==> src/rtl/syn_mul_div.sv <==
// syn_mul_div: iterative EX-stage multiply/divide unit owning the HI/LO registers.
// MULT/MULTU/DIV/DIVU take 32 RUN cycles plus one FIX cycle. MTHI/MTLO write in a single cycle.
// Ports:
//   clk, rst_n        clock; synchronous active-low reset
//   md_valid, md_op   op present in EX (0 NOP,1 MULT,2 MULTU,3 DIV,4 DIVU,5 MTHI,6 MTLO,7 NOP)
//   ex_fwd_rf_a/b     forwarded rs/rt operands
//   md_kill           flush of the in-flight or presented op
//   md_busy           op in flight (registered)
//   md_hi, md_lo      architectural HI/LO (registered)
//   md_div_zero       one-cycle pulse after a divide-by-zero completes (registered)
module syn_mul_div (
  input  logic        clk,
  input  logic        rst_n,
  input  logic        md_valid,
  input  logic [2:0]  md_op,
  input  logic [31:0] ex_fwd_rf_a,
  input  logic [31:0] ex_fwd_rf_b,
  input  logic        md_kill,
  output logic        md_busy,
  output logic [31:0] md_hi,
  output logic [31:0] md_lo,
  output logic        md_div_zero
);

  localparam int unsigned MD_CYC = 32;
  localparam int unsigned CNT_W  = $clog2(MD_CYC);

  localparam logic [2:0] OP_MULT  = 3'd1;
  localparam logic [2:0] OP_MULTU = 3'd2;
  localparam logic [2:0] OP_DIV   = 3'd3;
  localparam logic [2:0] OP_DIVU  = 3'd4;
  localparam logic [2:0] OP_MTHI  = 3'd5;
  localparam logic [2:0] OP_MTLO  = 3'd6;

  typedef enum logic [1:0] {ST_IDLE, ST_RUN, ST_FIX} state_t;

  state_t            state_q, state_d;
  logic [CNT_W-1:0]  cnt_q, cnt_d;
  logic [63:0]       acc_q, acc_d;       // mul: {partial product, multiplier}; div: {remainder, dividend->quotient}
  logic [31:0]       opnd_q, opnd_d;     // multiplicand magnitude or divisor magnitude
  logic [31:0]       a_orig_q, a_orig_d; // raw dividend, returned in HI on divide-by-zero
  logic              is_div_q, is_div_d;
  logic              neg_res_q, neg_res_d;
  logic              neg_rem_q, neg_rem_d;
  logic              dz_q, dz_d;
  logic [31:0]       hi_d, lo_d;
  logic              busy_d, dz_pulse_d;

  function automatic logic [31:0] abs32(input logic [31:0] v);
    return v[31] ? (32'd0 - v) : v;
  endfunction

  // One shift-add step and one restoring-divide step, both over the shared accumulator.
  logic [32:0] mul_sum, div_shift, div_diff;
  logic [63:0] mul_next, div_next;
  always_comb begin
    mul_sum   = {1'b0, acc_q[63:32]} + {1'b0, (acc_q[0] ? opnd_q : 32'd0)};
    mul_next  = {mul_sum, acc_q[31:1]};
    div_shift = acc_q[63:31];
    div_diff  = div_shift - {1'b0, opnd_q};
    div_next  = div_diff[32] ? {div_shift[31:0], acc_q[30:0], 1'b0}
                             : {div_diff[31:0],  acc_q[30:0], 1'b1};
  end

  // Sign-corrected results, consumed on the FIX edge.
  logic [63:0] prod_fix;
  logic [31:0] quo_fix, rem_fix;
  always_comb begin
    prod_fix = neg_res_q ? (64'd0 - acc_q) : acc_q;
    quo_fix  = neg_res_q ? (32'd0 - acc_q[31:0]) : acc_q[31:0];
    rem_fix  = neg_rem_q ? (32'd0 - acc_q[63:32]) : acc_q[63:32];
  end

  // Operand decode for the accept edge.
  logic        op_signed, op_div, op_md;
  logic [31:0] a_mag, b_mag;
  always_comb begin
    op_signed = (md_op == OP_MULT) || (md_op == OP_DIV);
    op_div    = (md_op == OP_DIV)  || (md_op == OP_DIVU);
    op_md     = (md_op == OP_MULT) || (md_op == OP_MULTU) || op_div;
    a_mag     = op_signed ? abs32(ex_fwd_rf_a) : ex_fwd_rf_a;
    b_mag     = op_signed ? abs32(ex_fwd_rf_b) : ex_fwd_rf_b;
  end

  // Next-state and datapath update.
  always_comb begin
    state_d    = state_q;
    cnt_d      = cnt_q;
    acc_d      = acc_q;
    opnd_d     = opnd_q;
    a_orig_d   = a_orig_q;
    is_div_d   = is_div_q;
    neg_res_d  = neg_res_q;
    neg_rem_d  = neg_rem_q;
    dz_d       = dz_q;
    hi_d       = md_hi;
    lo_d       = md_lo;
    busy_d     = md_busy;
    dz_pulse_d = 1'b0;

    if (md_kill) begin
      // Flush wins over accept and over the FIX write.
      state_d = ST_IDLE;
      cnt_d   = '0;
      busy_d  = 1'b0;
    end else begin
      case (state_q)
        ST_IDLE: begin
          if (md_valid) begin
            if (op_md) begin
              state_d   = ST_RUN;
              cnt_d     = '0;
              busy_d    = 1'b1;
              is_div_d  = op_div;
              opnd_d    = op_div ? b_mag : a_mag;
              acc_d     = {32'd0, (op_div ? a_mag : b_mag)};
              a_orig_d  = ex_fwd_rf_a;
              neg_res_d = op_signed && (ex_fwd_rf_a[31] ^ ex_fwd_rf_b[31]);
              neg_rem_d = op_signed && op_div && ex_fwd_rf_a[31];
              dz_d      = op_div && (ex_fwd_rf_b == 32'd0);
            end else if (md_op == OP_MTHI) begin
              hi_d = ex_fwd_rf_a;
            end else if (md_op == OP_MTLO) begin
              lo_d = ex_fwd_rf_a;
            end
          end
        end
        ST_RUN: begin
          acc_d = is_div_q ? div_next : mul_next;
          cnt_d = cnt_q + CNT_W'(1);
          if (cnt_q == CNT_W'(MD_CYC - 1)) state_d = ST_FIX;
        end
        ST_FIX: begin
          state_d = ST_IDLE;
          cnt_d   = '0;
          busy_d  = 1'b0;
          if (!is_div_q) begin
            hi_d = prod_fix[63:32];
            lo_d = prod_fix[31:0];
          end else if (dz_q) begin
            hi_d       = a_orig_q;
            lo_d       = 32'hFFFF_FFFF;
            dz_pulse_d = 1'b1;
          end else begin
            hi_d = rem_fix;
            lo_d = quo_fix;
          end
        end
        default: begin
          state_d = ST_IDLE;
          cnt_d   = '0;
          busy_d  = 1'b0;
        end
      endcase
    end
  end

  // State and output registers.
  always_ff @(posedge clk) begin
    if (!rst_n) begin
      state_q     <= ST_IDLE;
      cnt_q       <= '0;
      acc_q       <= '0;
      opnd_q      <= '0;
      a_orig_q    <= '0;
      is_div_q    <= 1'b0;
      neg_res_q   <= 1'b0;
      neg_rem_q   <= 1'b0;
      dz_q        <= 1'b0;
      md_hi       <= '0;
      md_lo       <= '0;
      md_busy     <= 1'b0;
      md_div_zero <= 1'b0;
    end else begin
      state_q     <= state_d;
      cnt_q       <= cnt_d;
      acc_q       <= acc_d;
      opnd_q      <= opnd_d;
      a_orig_q    <= a_orig_d;
      is_div_q    <= is_div_d;
      neg_res_q   <= neg_res_d;
      neg_rem_q   <= neg_rem_d;
      dz_q        <= dz_d;
      md_hi       <= hi_d;
      md_lo       <= lo_d;
      md_busy     <= busy_d;
      md_div_zero <= dz_pulse_d;
    end
  end

endmodule

==> config.mk <==
export PLATFORM = sky130hd
export DESIGN_NAME = syn_mul_div
export DESIGN_NICKNAME = d
export VERILOG_FILES = /design/src/rtl/syn_mul_div.sv
export SDC_FILE = /design/constraint.sdc
export NUM_CORES = 1
export LEC_CHECK = 0
export ABC_AREA = 1
export CELL_PAD_IN_SITES_DETAIL_PLACEMENT = 2
export CELL_PAD_IN_SITES_GLOBAL_PLACEMENT = 2
export CORE_AREA = 4 4 274 222
export DETAILED_ROUTE_END_ITERATION = 8
export DIE_AREA = 0 0 278 226
export DONT_BUFFER_PORTS = 1
export GPL_ROUTABILITY_DRIVEN = 0
export MAX_ROUTING_LAYER = met4
export PLACE_DENSITY = 0.84
export SLEW_MARGIN = 25
export SYNTH_ARGS = -nofsm -noshare
export SYNTH_HDL_FRONTEND = slang
export SYNTH_SLANG_ARGS = --single-unit
export TNS_END_PERCENT = 10
==> constraint.sdc <==
create_clock -name clk -period 3.76 [get_ports clk]
set_clock_uncertainty 0.2 [all_clocks]
set_input_delay 0.752 -clock clk [delete_from_list [all_inputs] [get_ports clk]]
set_output_delay 0.752 -clock clk [all_outputs]
set_load 0.1 [all_outputs]
Yosys cells after proc, flatten, opt, wreduce, memory -nomap -nowiden
Index checks and enable logic that the tools add are counted.
{"block": "op_classes", "n_mux": 39, "n_addsub": 8, "eq_ne": 16, "bitwise": 6, "reduce_logical": 21}
{"cell": "two-way mux 32 bit", "count": 20}
{"cell": "two-way mux 64 bit", "count": 5}
{"cell": "one-hot mux 32 bit (2 select lines)", "count": 2}
{"cell": "one-hot mux 64 bit (2 select lines)", "count": 1}
{"cell": "subtractor 1 x 32 -> 32 bit, first input constant", "count": 4}
{"cell": "subtractor 1 x 64 -> 64 bit, first input constant", "count": 1}
{"cell": "adder 32 x 32 -> 33 bit", "count": 1}
{"cell": "subtractor 33 x 32 -> 33 bit", "count": 1}
{"cell": "logical NOT 32 bit", "count": 1}
{"cell": "inequality test 2 bit, second input constant", "count": 7}
{"cell": "two-way mux 5 bit", "count": 2}
{"cell": "one-hot mux 5 bit (2 select lines)", "count": 1}
{"cell": "== test 3 bit, second input constant", "count": 3}
{"cell": "AND reduction 4 bit", "count": 2}
{"cell": "== test 3 x 2 -> 1 bit, second input constant", "count": 2}
{"cell": "two-way mux 2 bit", "count": 3}
{"cell": "AND reduction 3 bit", "count": 2}
{"cell": "AND reduction 6 bit", "count": 1}
{"cell": "adder 5 x 1 -> 5 bit, second input constant", "count": 1}
{"cell": "== test 5 bit, second input constant", "count": 1}
{"cell": "inverter 1 bit", "count": 5}
{"cell": "AND reduction 5 bit", "count": 1}
{"cell": "logical AND 1 bit", "count": 4}
{"cell": "logical OR 1 bit", "count": 4}
{"cell": "12 further kinds", "count": 15}
{"block": "word_totals", "regBits": 205, "out_inout_bits": 66, "in_bits": 71, "elab_cells": 103}

Depth between registers and ports, before layout
Gate-level depths: netlist of run 1.
{"block": "depth", "word_depth": 7, "ltp_mapped": 22, "ltp_nobuf": 20}

Worst setup path after synthesis of run 1
No wires, ideal clock.
{"block": "synth_timing", "kind": "reg-to-reg", "startpoint": "reg acc_q[0]", "endpoint": "reg acc_q[59]", "setup_slack_ns": 0.894, "required_ns": 3.428, "path_stages_with_launch": 20, "t_arrival_ns": 2.534, "path_buffers": 2, "period_less_slack_ns": 2.866, "path_cell_list": "dfxtp_1 buf_2 clkbuf_1 nand2_1 inv_1 ha_1 inv_1 fa_1 inv_1 nand3_1 nand2_1 inv_1 o21ai_0 nand2_1 nand2_1 nand2_1 nand3_1 nand3_1 nand3_1 a21oi_1"}
{"block": "synth_via", "elab_chain_len": 4}
{"element": "start: declaration", "line": "39", "source": "logic [63:0] acc_q, acc_d;"}
{"element": "start signal: assignment", "line": "163", "source": "acc_q <= '0;"}
{"element": "start signal: assignment", "line": "177", "source": "acc_q <= acc_d;"}
{"element": "two-way mux 32 bit", "line": "57", "source": "mul_sum = {1'b0, acc_q[63:32]} + {1'b0, (acc_q[0] ? opnd_q : 32'd0)};"}
{"element": "adder 32 x 32 -> 33 bit", "line": "57"}
{"element": "two-way mux 64 bit", "line": "129", "source": "acc_d = is_div_q ? div_next : mul_next;"}
{"element": "one-hot mux 64 bit (2 select lines)", "line": "107", "source": "case (state_q)"}
Every way passes these cells.
A chain may end at the register's enable or synchronous reset.

Final worst setup path of run 1
{"block": "layout_timing", "startpoint": "reg acc_q[45]", "endpoint": "reg acc_q[39]"}
{"block": "layout_via", "elab_chain_len": 4}
{"element": "subtractor 33 x 32 -> 33 bit", "line": "60", "source": "div_diff = div_shift - {1'b0, opnd_q};"}
{"element": "two-way mux 64 bit", "line": "61", "source": "div_next = div_diff[32] ? {div_shift[31:0], acc_q[30:0], 1'b0}"}
{"element": "two-way mux 64 bit", "line": "129"}
{"element": "one-hot mux 64 bit (2 select lines)", "line": "107"}
Every way passes these cells.

==> results of run 1 <==
cells by family (layout without fill, tap and decap cells):
family          Yosys count  in the layout  synth area share [%]
compound gates          697            697                 18.78
fa+ha+maj                72             72                 4.669
buf+inv                 613            592                 11.98
xor+xnor                 71             71                 3.170
flops                   205            205                 20.92
other cells               0              4                     0
simple gates           1912           1912                 40.47
layout make-up:
cell class,count,area (sq um),share of cell area (%)
multi-input combinational,2752,13190,61.25
sequential,205,4106,19.07
inverter,469,1765,8.201
tap,769,962.2,4.469
clock buffer,29,670.6,3.115
timing repair buffer,78,598.1,2.778
clock inverter,16,229.0,1.064
antenna,4,10.01,0.04650
timing repair:
item / CTS / global route
setup endpoints to repair: 0 / 21
buffers inserted: 0 / 3
resized for setup: 0 / 3
endpoints found under the hold margin: 0 / 0
worst max-delay path: stages, from the launching register on:
cell and delay, ps:
sky130_fd_sc_hd__dfxtp_1 850, sky130_fd_sc_hd__ha_1 450, sky130_fd_sc_hd__nand2_2 160, sky130_fd_sc_hd__inv_1 50
sky130_fd_sc_hd__nand2_1 60, sky130_fd_sc_hd__nand2_1 100, sky130_fd_sc_hd__a21oi_1 230, sky130_fd_sc_hd__nand2_2 110
sky130_fd_sc_hd__nand2_2 110, sky130_fd_sc_hd__nand3_2 300, sky130_fd_sc_hd__nand2_8 330, sky130_fd_sc_hd__nand2_1 90
sky130_fd_sc_hd__nand3_1 80, sky130_fd_sc_hd__nand3_1 70, sky130_fd_sc_hd__a21oi_1 310
stage by stage:
step	power [W]	hold slack, ps
global placement	0.004510	259.6
finish	0.007719	136.9
floorplan	0.003853	241.0
global route	0.007876	121.6
detailed placement	0.004596	270.6
CTS	0.007557	96.23
power groups by stage:
stage | logic (W) | clock network [W] | registers (W)
after floorplan | 0.00133 | 0 | 0.00252
after global placement | 0.00193 | 0 | 0.00258
after detailed placement | 0.00201 | 0 | 0.00259
after CTS | 0.00214 | 0.00287 | 0.00255
after global routing | 0.00238 | 0.00294 | 0.00256
final | 0.00227 | 0.00289 | 0.00256
routing by layer:
layer | up-vias | wire, microns | share of wire, % | global-route usage (%)
met1 | 13375 | 52030 | 41 | 51.67
li1 | 11406 | - | - | -
met5 | - | 0 | 0 | -
met4 | 0 | 6965 | 5.5 | 17.85
met3 | 433 | 14880 | 12 | 10.49
met2 | 1686 | 53220 | 42 | 58.20
worst paths after layout:
path                     end  slack, ps  startpoint  cells past startpoint
hold reg to reg     cnt_q[1]        280    cnt_q[1]                      2
hold / removal    opnd_q[26]        140       rst_n                      2
setup / recovery   acc_q[39]        100   acc_q[45]                     14
setup reg to reg   acc_q[39]        100   acc_q[45]                     14
cells in the mapped netlist, types with 3 or more instances:
cell                       count
sky130_fd_sc_hd__o22ai_1      14
sky130_fd_sc_hd__a21boi_0      5
sky130_fd_sc_hd__dfxtp_1     205
sky130_fd_sc_hd__nor3_1       47
sky130_fd_sc_hd__nand2_1    1023
sky130_fd_sc_hd__buf_1        11
sky130_fd_sc_hd__ha_1         70
sky130_fd_sc_hd__xor2_1       62
sky130_fd_sc_hd__nand2_2       8
sky130_fd_sc_hd__nand3b_1     17
sky130_fd_sc_hd__buf_4         4
sky130_fd_sc_hd__a21o_1        4
sky130_fd_sc_hd__or2_2        15
sky130_fd_sc_hd__inv_1       459
sky130_fd_sc_hd__buf_2        16
sky130_fd_sc_hd__o21ai_1      11
sky130_fd_sc_hd__a31oi_1      17
sky130_fd_sc_hd__o21ai_0     300
sky130_fd_sc_hd__a21oi_1     302
sky130_fd_sc_hd__nor2_2        6
sky130_fd_sc_hd__clkbuf_1    111
sky130_fd_sc_hd__o221ai_1      9
sky130_fd_sc_hd__xnor2_1       9
sky130_fd_sc_hd__inv_2         8
sky130_fd_sc_hd__nand4_1      36
sky130_fd_sc_hd__o211ai_1     12
sky130_fd_sc_hd__o21bai_1      4
sky130_fd_sc_hd__o21a_1        3
sky130_fd_sc_hd__and2_1        4
sky130_fd_sc_hd__o31ai_1       5
sky130_fd_sc_hd__nand3_1     314
sky130_fd_sc_hd__nor2_1      429
state kept, by name (all words and copies together), names as in the netlist, 2 cells and up:
register / cells
cnt_q: 5
opnd_q: 32
acc_q: 64
md_hi: 32
md_lo: 32
a_orig_q: 32
state_q: 2
==> results.env, run 1 <==
WORSTSETUPPATHTYPE='flip-flop to flip-flop'
P_LEAK_nW=10.69
DIE_H_MICRONS=226
MOSTFREQUENTLAYOUTCELLS='1023 x sky130_fd_sc_hd__nand2_1, 458 x sky130_fd_sc_hd__inv_1, 426 x sky130_fd_sc_hd__nor2_1'
SYNTH.AREA.TOP_CELLS='sky130_fd_sc_hd__dfxtp_1 21%, sky130_fd_sc_hd__nand2_1 20%, sky130_fd_sc_hd__inv_1 8.8%'
WORST_SETUP_PATH_START_KIND='flip-flop'
FP.DIEW_MICRONS=278
GR-TOTAL-OVERFLOW=0
SYNTH_TOP_CELL_BY_AREA='sky130_fd_sc_hd__dfxtp_1'
TRITONCTS='built'
CTS.REPORTEDPATHS.CLKPINSLEW_PS=70
TIMING.CRITICAL_PATH.FANOUT_MAX=28
TIMING_WORST_SLEW_PIN_VALUE_PS=1146
FMAXACHIEVABLE_MHz=273.1
FINALINSTANCEAREA_SQ_UM=21530
RSZ_0062_RAISED_AFTER_GLOBAL_ROUTING='no'
POST_SYNTH.CELL_AREA_AVG_SQ_UM=5.495
CLOCK_POWER_SHARE_PCT=37.5
DP_CELLS=4270
WORSTSETUPENDPOINTTYPE='flip-flop'
N_FILL_CELL=7488
FINAL_NUMBER_OF_SETUP_VIOLATING_ENDPOINTS=0
INITIAL_CORE_UTIL_PCT=33.87
IO_BUFFERS=0
GRT_ANTENNA_BEFORE_REPAIR=5
SYNTH_TOP_AREA_SHARE_PCT=20.92
VIAS_IN_THE_FIRST_GLOBAL_ROUTE=28072
DRT_ITER0_DRC=3353
REGISTER_AREA_SHARE_AFTER_SYNTHESIS_PCT=20.92
COMB_POWER_SHARE_PCT=29.4
ROUTED_VIA_DENSITY=6.224
FP.DIEAREA_SQ_UM=62830
ARRIVAL_PS=3900
FINALCRITPERIODSHARE_PCT=97.38
RUN_STATUS='completed'
DPL_WORST_SLACK_PS=409.5
MAXIMUM_ROOT_TO_SINK_BUFFER_COUNT=3
TIMING.CRITICAL_PATH.REQUIRED_PS=4000
GRT_PASS1_WL_MM=186.3
LAYOUT.CELLS.MOST_COMMON='sky130_fd_sc_hd__nand2_1'
FLOORPLAN.CORE_AREA_SQ_UM=57920
NUMCLOCKSINKS=205
WL_MM=127.1
GR-USAGE-ALL-LAYERS_PCT=39.84
REMAINING_ANTENNA_VIOLATION_COUNT=0
SYNTH_TOP_FLOP_CELL='sky130_fd_sc_hd__dfxtp_1'
FINAL.SETUP.WORST_SLACK_PS=98.39
IO-PIN-COUNT=137
P_INT_W=0.004432
SYNTH.FF_LATCH_COUNT=205
POWER.DENSITY_CELL_AREA_nW_PER_UM2=358.5
YOSYS_WARNINGS=0
NETSWITCHINGPOWER_W=0.003287
CTS_ROOT_BUFFER='sky130_fd_sc_hd__clkbuf_16'
AREA_GROWTH_PCT=9.739
CLK-INSERTION-DELAY-LATE_PS=580
PIN_COUNT_OF_THE_BIGGEST_NET_ENTERING_GLOBAL_ROUTING=150
CTS_BUFFERS=25
FINALSETUPTNS_PS=0
FINAL_NETS=3674
FINALHOLDVIOLATIONS=0
CELL_AREA_AFTER_PLACEMENT_SQ_UM=20590
DRT-WIRELENGTH-PER-CELL_MICRONS=29.41
FINAL_CELL_COUNT_NO_FILL=4322
CORE.ROWCOUNT=79
DETAILROUTE.VIA_COUNT=26900
HOLD_PATH.CLASS='primary input to flip-flop'
ASYNC_RESET_FF_SHARE_PCT=0
DRIVE_GT1_SHARE_PCT=5.044
TOTAL_NUMBER_OF_H_TREE_LEVELS=1
SWITCHING_SHARE_PCT=42.58
DETAIL_ROUTE.FIRST_PASS.ITERATIONS=5
VDD_DROP_MAX_mV=0.3732
POST_SYNTH_INSTANCE_AREA_SQ_UM=19620
SYN_NETS=3713
DP_HPWL_MM=91.11
DRC=0
NUMBER_OF_STANDARD_CELLS_AFTER_SYNTHESIS=3570
SYNTH-EDFF-COUNT=0
SYNTHDISTINCTLIBCELLS=51
FINISH.UTILIZATION_PCT=37.17
WORST_SLEW_MARGIN_REL_PCT=23.28
CTSHOLDBUFFERS=0
MAXCAPVIOLCOUNT=0
SLEW_VIOL_FINAL=0
FINAL_PERIOD_MINUS_WORST_SETUP_SLACK_PS=3662
SEQ_POWER_SHARE_PCT=33.2
Power figures use the tool's default switching activity.
==> inputs of run 2 (changes only) <==
--- a/config.mk
+++ b/config.mk
@@ -8,13 +8,12 @@
 export ABC_AREA = 1
 export CELL_PAD_IN_SITES_DETAIL_PLACEMENT = 2
 export CELL_PAD_IN_SITES_GLOBAL_PLACEMENT = 2
-export CORE_AREA = 4 4 274 222
+export CORE_AREA = 4 4 287 233
 export DETAILED_ROUTE_END_ITERATION = 8
-export DIE_AREA = 0 0 278 226
-export DONT_BUFFER_PORTS = 1
+export DIE_AREA = 0 0 291 237
 export GPL_ROUTABILITY_DRIVEN = 0
 export MAX_ROUTING_LAYER = met4
-export PLACE_DENSITY = 0.84
+export PLACE_DENSITY = 0.83
 export SLEW_MARGIN = 25
 export SYNTH_ARGS = -nofsm -noshare
 export SYNTH_HDL_FRONTEND = slang
==> run 2 against run 1 <==
Net effect:
- hold slack better by 130 ps
- total power is 0.55% higher
- critical path depth is 3 higher
- clock-buffer cell count is 7 higher
- combinational power is 11% higher
- clock power hardly changed
- register-to-register slack better by 220 ps
- routed wire length is 5.9% lower
- non-clock buffer count is 162 higher
- critical endpoint is now acc_q[42]
- largest power group unchanged
==> results.env, run 2 (same netlist as run 1, synthesis figures left out) <==
CTS_ROOT_BUFFER='sky130_fd_sc_hd__clkbuf_16'
FINALSETUPTNS_PS=0
VIAS_IN_THE_FIRST_GLOBAL_ROUTE=26801
ROUTED_VIA_DENSITY=5.743
IO_BUFFERS=136
AREA_GROWTH_PCT=18.34
GRT_USE_MET1_PCT=46.68
CLK-INSERTION-DELAY-LATE_PS=580
P_INT_W=0.004616
DRIVE_GT1_SHARE_PCT=5.816
FP.DIEAREA_SQ_UM=68970
GLOBALROUTE.BUSIESTLAYER='met2'
WORST_SETUP_PATH_START_KIND='flip-flop'
POWER.DENSITY_CELL_AREA_nW_PER_UM2=334.3
WORSTSETUPENDPOINTTYPE='flip-flop'
FINAL_NETS=3837
WORST_SLEW_MARGIN_REL_PCT=32.06
FINAL_NUMBER_OF_SETUP_VIOLATING_ENDPOINTS=0
MAXIMUM_ROOT_TO_SINK_BUFFER_COUNT=3
PIN_COUNT_OF_THE_BIGGEST_NET_ENTERING_GLOBAL_ROUTING=88
LARGEST_REG_FLOPS=64
GRT_PASS1_WL_MM=174.4
TOTAL_NUMBER_OF_H_TREE_LEVELS=1
CRITPATHCAPTURE='acc_q[42]'
NUMCLOCKSINKS=205
SLEW_VIOL_FINAL=0
SEQ_POWER_SHARE_PCT=30.6
WORSTSETUPPATHTYPE='flip-flop to flip-flop'
CP-STARTPOINT='acc_q[0]'
GR-TOTAL-OVERFLOW=0
R2R_SLACK_PS=320
INITIAL_CORE_UTIL_PCT=30.77
DRC=0
CTSHOLDBUFFERS=0
TIMING.HOLD.WS_PS=268.3
P_LEAK_nW=11.37
DPL_WORST_SLACK_PS=188.8
CORE.ROWCOUNT=83
FINAL_PERIOD_MINUS_WORST_SETUP_SLACK_PS=3439
FINALCRITPERIODSHARE_PCT=91.47
NETSWITCHINGPOWER_W=0.003145
POSTCTSSETUPBUFFERS=0
GRT_UTIL_MET2_PCT=49.71
FP.DIEW_MICRONS=291
HOLD_PATH.CLASS='flip-flop to flip-flop'
DETAIL_ROUTE.FIRST_PASS.ITERATIONS=5
TOP_REGISTER='acc_q'
FMAXACHIEVABLE_MHz=290.8
VDD_DROP_MAX_mV=0.2883
GR-USAGE-ALL-LAYERS_PCT=33.87
TIMING.CRITICAL_PATH.REQUIRED_PS=4060
CLOCK_POWER_SHARE_PCT=37.1
CTS_BUFFERS=26
WL_MM=119.5
CTS_RESIZED=0
FINAL.SETUP.WORST_SLACK_PS=320.8
MOSTFREQUENTLAYOUTCELLS='1023 x sky130_fd_sc_hd__nand2_1, 458 x sky130_fd_sc_hd__inv_1, 426 x sky130_fd_sc_hd__nor2_1'
REMAINING_ANTENNA_VIOLATION_COUNT=0
DRT-WIRELENGTH-PER-CELL_MICRONS=26.15
GRT_ANTENNA_BEFORE_REPAIR=7
ARRIVAL_PS=3740
RUN_STATUS='completed'
DIE_H_MICRONS=237
SWITCHING_SHARE_PCT=40.52
TIMING.CRITICAL_PATH.FANOUT_MAX=27
LAYOUT.CELLS.MOST_COMMON='sky130_fd_sc_hd__nand2_1'
R2R.WORST_PATH.CELLS=17
FINALHOLDVIOLATIONS=0
IO-PIN-COUNT=137
FLOORPLAN.CORE_AREA_SQ_UM=63760
COMB_POWER_SHARE_PCT=32.3
TIMING_WORST_SLEW_PIN_VALUE_PS=1016
MAXCAPVIOLCOUNT=0
TRITONCTS='built'
DP_HPWL_MM=94.12
RSZ_0062_RAISED_AFTER_GLOBAL_ROUTING='no'
DRT_ITER0_DRC=2793
GRT_UTIL_MET3_PCT=6.949
RR_ENDPOINT='acc_q[42]'
CRITICAL_PATH.REG2REG.STARTPOINT='acc_q[0]'
CTS.REPORTEDPATHS.CLKPINSLEW_PS=70
DETAILROUTE.VIA_COUNT=26252
## run 2: cell types whose count changed in the layout (fill, tap and decap cells not counted), moves of 2 or more
cell	change
sky130_fd_sc_hd__clkinv_4	-3
sky130_fd_sc_hd__diode_2	+3
sky130_fd_sc_hd__clkbuf_8	+2
sky130_fd_sc_hd__clkbuf_1	+3
sky130_fd_sc_hd__clkbuf_16	+2
sky130_fd_sc_hd__buf_4	+37
sky130_fd_sc_hd__buf_12	+2
sky130_fd_sc_hd__clkdlybuf4s50_1	+123
## run 2: metrics by stage
step                      power [W]  instance area, sq um  utilization (%)  std cells
after floorplan            0.003853                 19620                -       3570
after global placement     0.004716                 22260            34.91       4516
after detailed placement   0.004792                 22260            34.91       4516
after CTS                  0.007660                 23200            36.38       4564
after global routing       0.008002                 23210            36.41       4570
final                      0.007761                 23220            36.41       4571
## run 2: worst min-delay path by stage
stage	start	cells past startpoint	endpoint	slack (ps)
2_1_floorplan	a_orig_q[31]	2	a_orig_q[31]	240
5_1_grt	md_busy	2	md_busy	290
6_report	md_busy	2	md_busy	270
3_3_place_gp	cnt_q[4]	2	cnt_q[4]	260
4_1_cts	md_busy	2	md_busy	280
3_5_place_dp	md_busy	2	md_busy	270
## run 2: power by group through the flow
stage	logic [W]	registers, W	clock network [W]
after global routing	0.00267	0.00238	0.00296
after floorplan	0.00133	0.00252	0
after global placement	0.00231	0.00241	0
after CTS	0.00242	0.00237	0.00287
final	0.00251	0.00238	0.00288
after detailed placement	0.00238	0.00241	0
## run 2: metal layers
metal / up-vias / part of all wire, % / wire [microns]
met4: 0 / 3.6 / 4320
li1: 11764 / - / -
met3: 221 / 10 / 12140
met2: 1186 / 42 / 49830
met1: 13081 / 45 / 53250
met5: - / 0 / 0
## run 2: cell type report
class                           count  area (sq um)
Fill cell                        8178         40550
Timing Repair Buffer              240          2147
Inverter                          469          1762
Antenna cell                        7         17.52
Clock buffer                       36         759.5
Multi-Input combinational cell   2752         13180
Clock inverter                     12         178.9
Tap cell                          850          1064
Sequential cell                   205          4106
## run 2: worst max-delay path, stage by stage (launching register included)
cell	delay, ps
sky130_fd_sc_hd__dfxtp_1	480
sky130_fd_sc_hd__buf_4	420
sky130_fd_sc_hd__nand2_1	200
sky130_fd_sc_hd__inv_1	90
sky130_fd_sc_hd__ha_1	280
sky130_fd_sc_hd__nand2_1	90
sky130_fd_sc_hd__nand2_1	50
sky130_fd_sc_hd__inv_1	100
sky130_fd_sc_hd__nor2_1	70
sky130_fd_sc_hd__nor2_1	130
sky130_fd_sc_hd__nand2_1	120
sky130_fd_sc_hd__nand2_1	80
sky130_fd_sc_hd__nand2_1	130
sky130_fd_sc_hd__nand2_1	90
sky130_fd_sc_hd__inv_1	40
sky130_fd_sc_hd__o21ai_0	490
sky130_fd_sc_hd__nand3_1	150
sky130_fd_sc_hd__a21oi_1	140
==> inputs of run 3 (changes only) <==
--- a/config.mk
+++ b/config.mk
@@ -14,7 +14,6 @@
 export GPL_ROUTABILITY_DRIVEN = 0
 export MAX_ROUTING_LAYER = met4
 export PLACE_DENSITY = 0.83
-export SLEW_MARGIN = 25
 export SYNTH_ARGS = -nofsm -noshare
 export SYNTH_HDL_FRONTEND = slang
 export SYNTH_SLANG_ARGS = --single-unit
==> results of run 3 <==
Same layout as run 2: the final DEF is identical, and so are final timing and power.
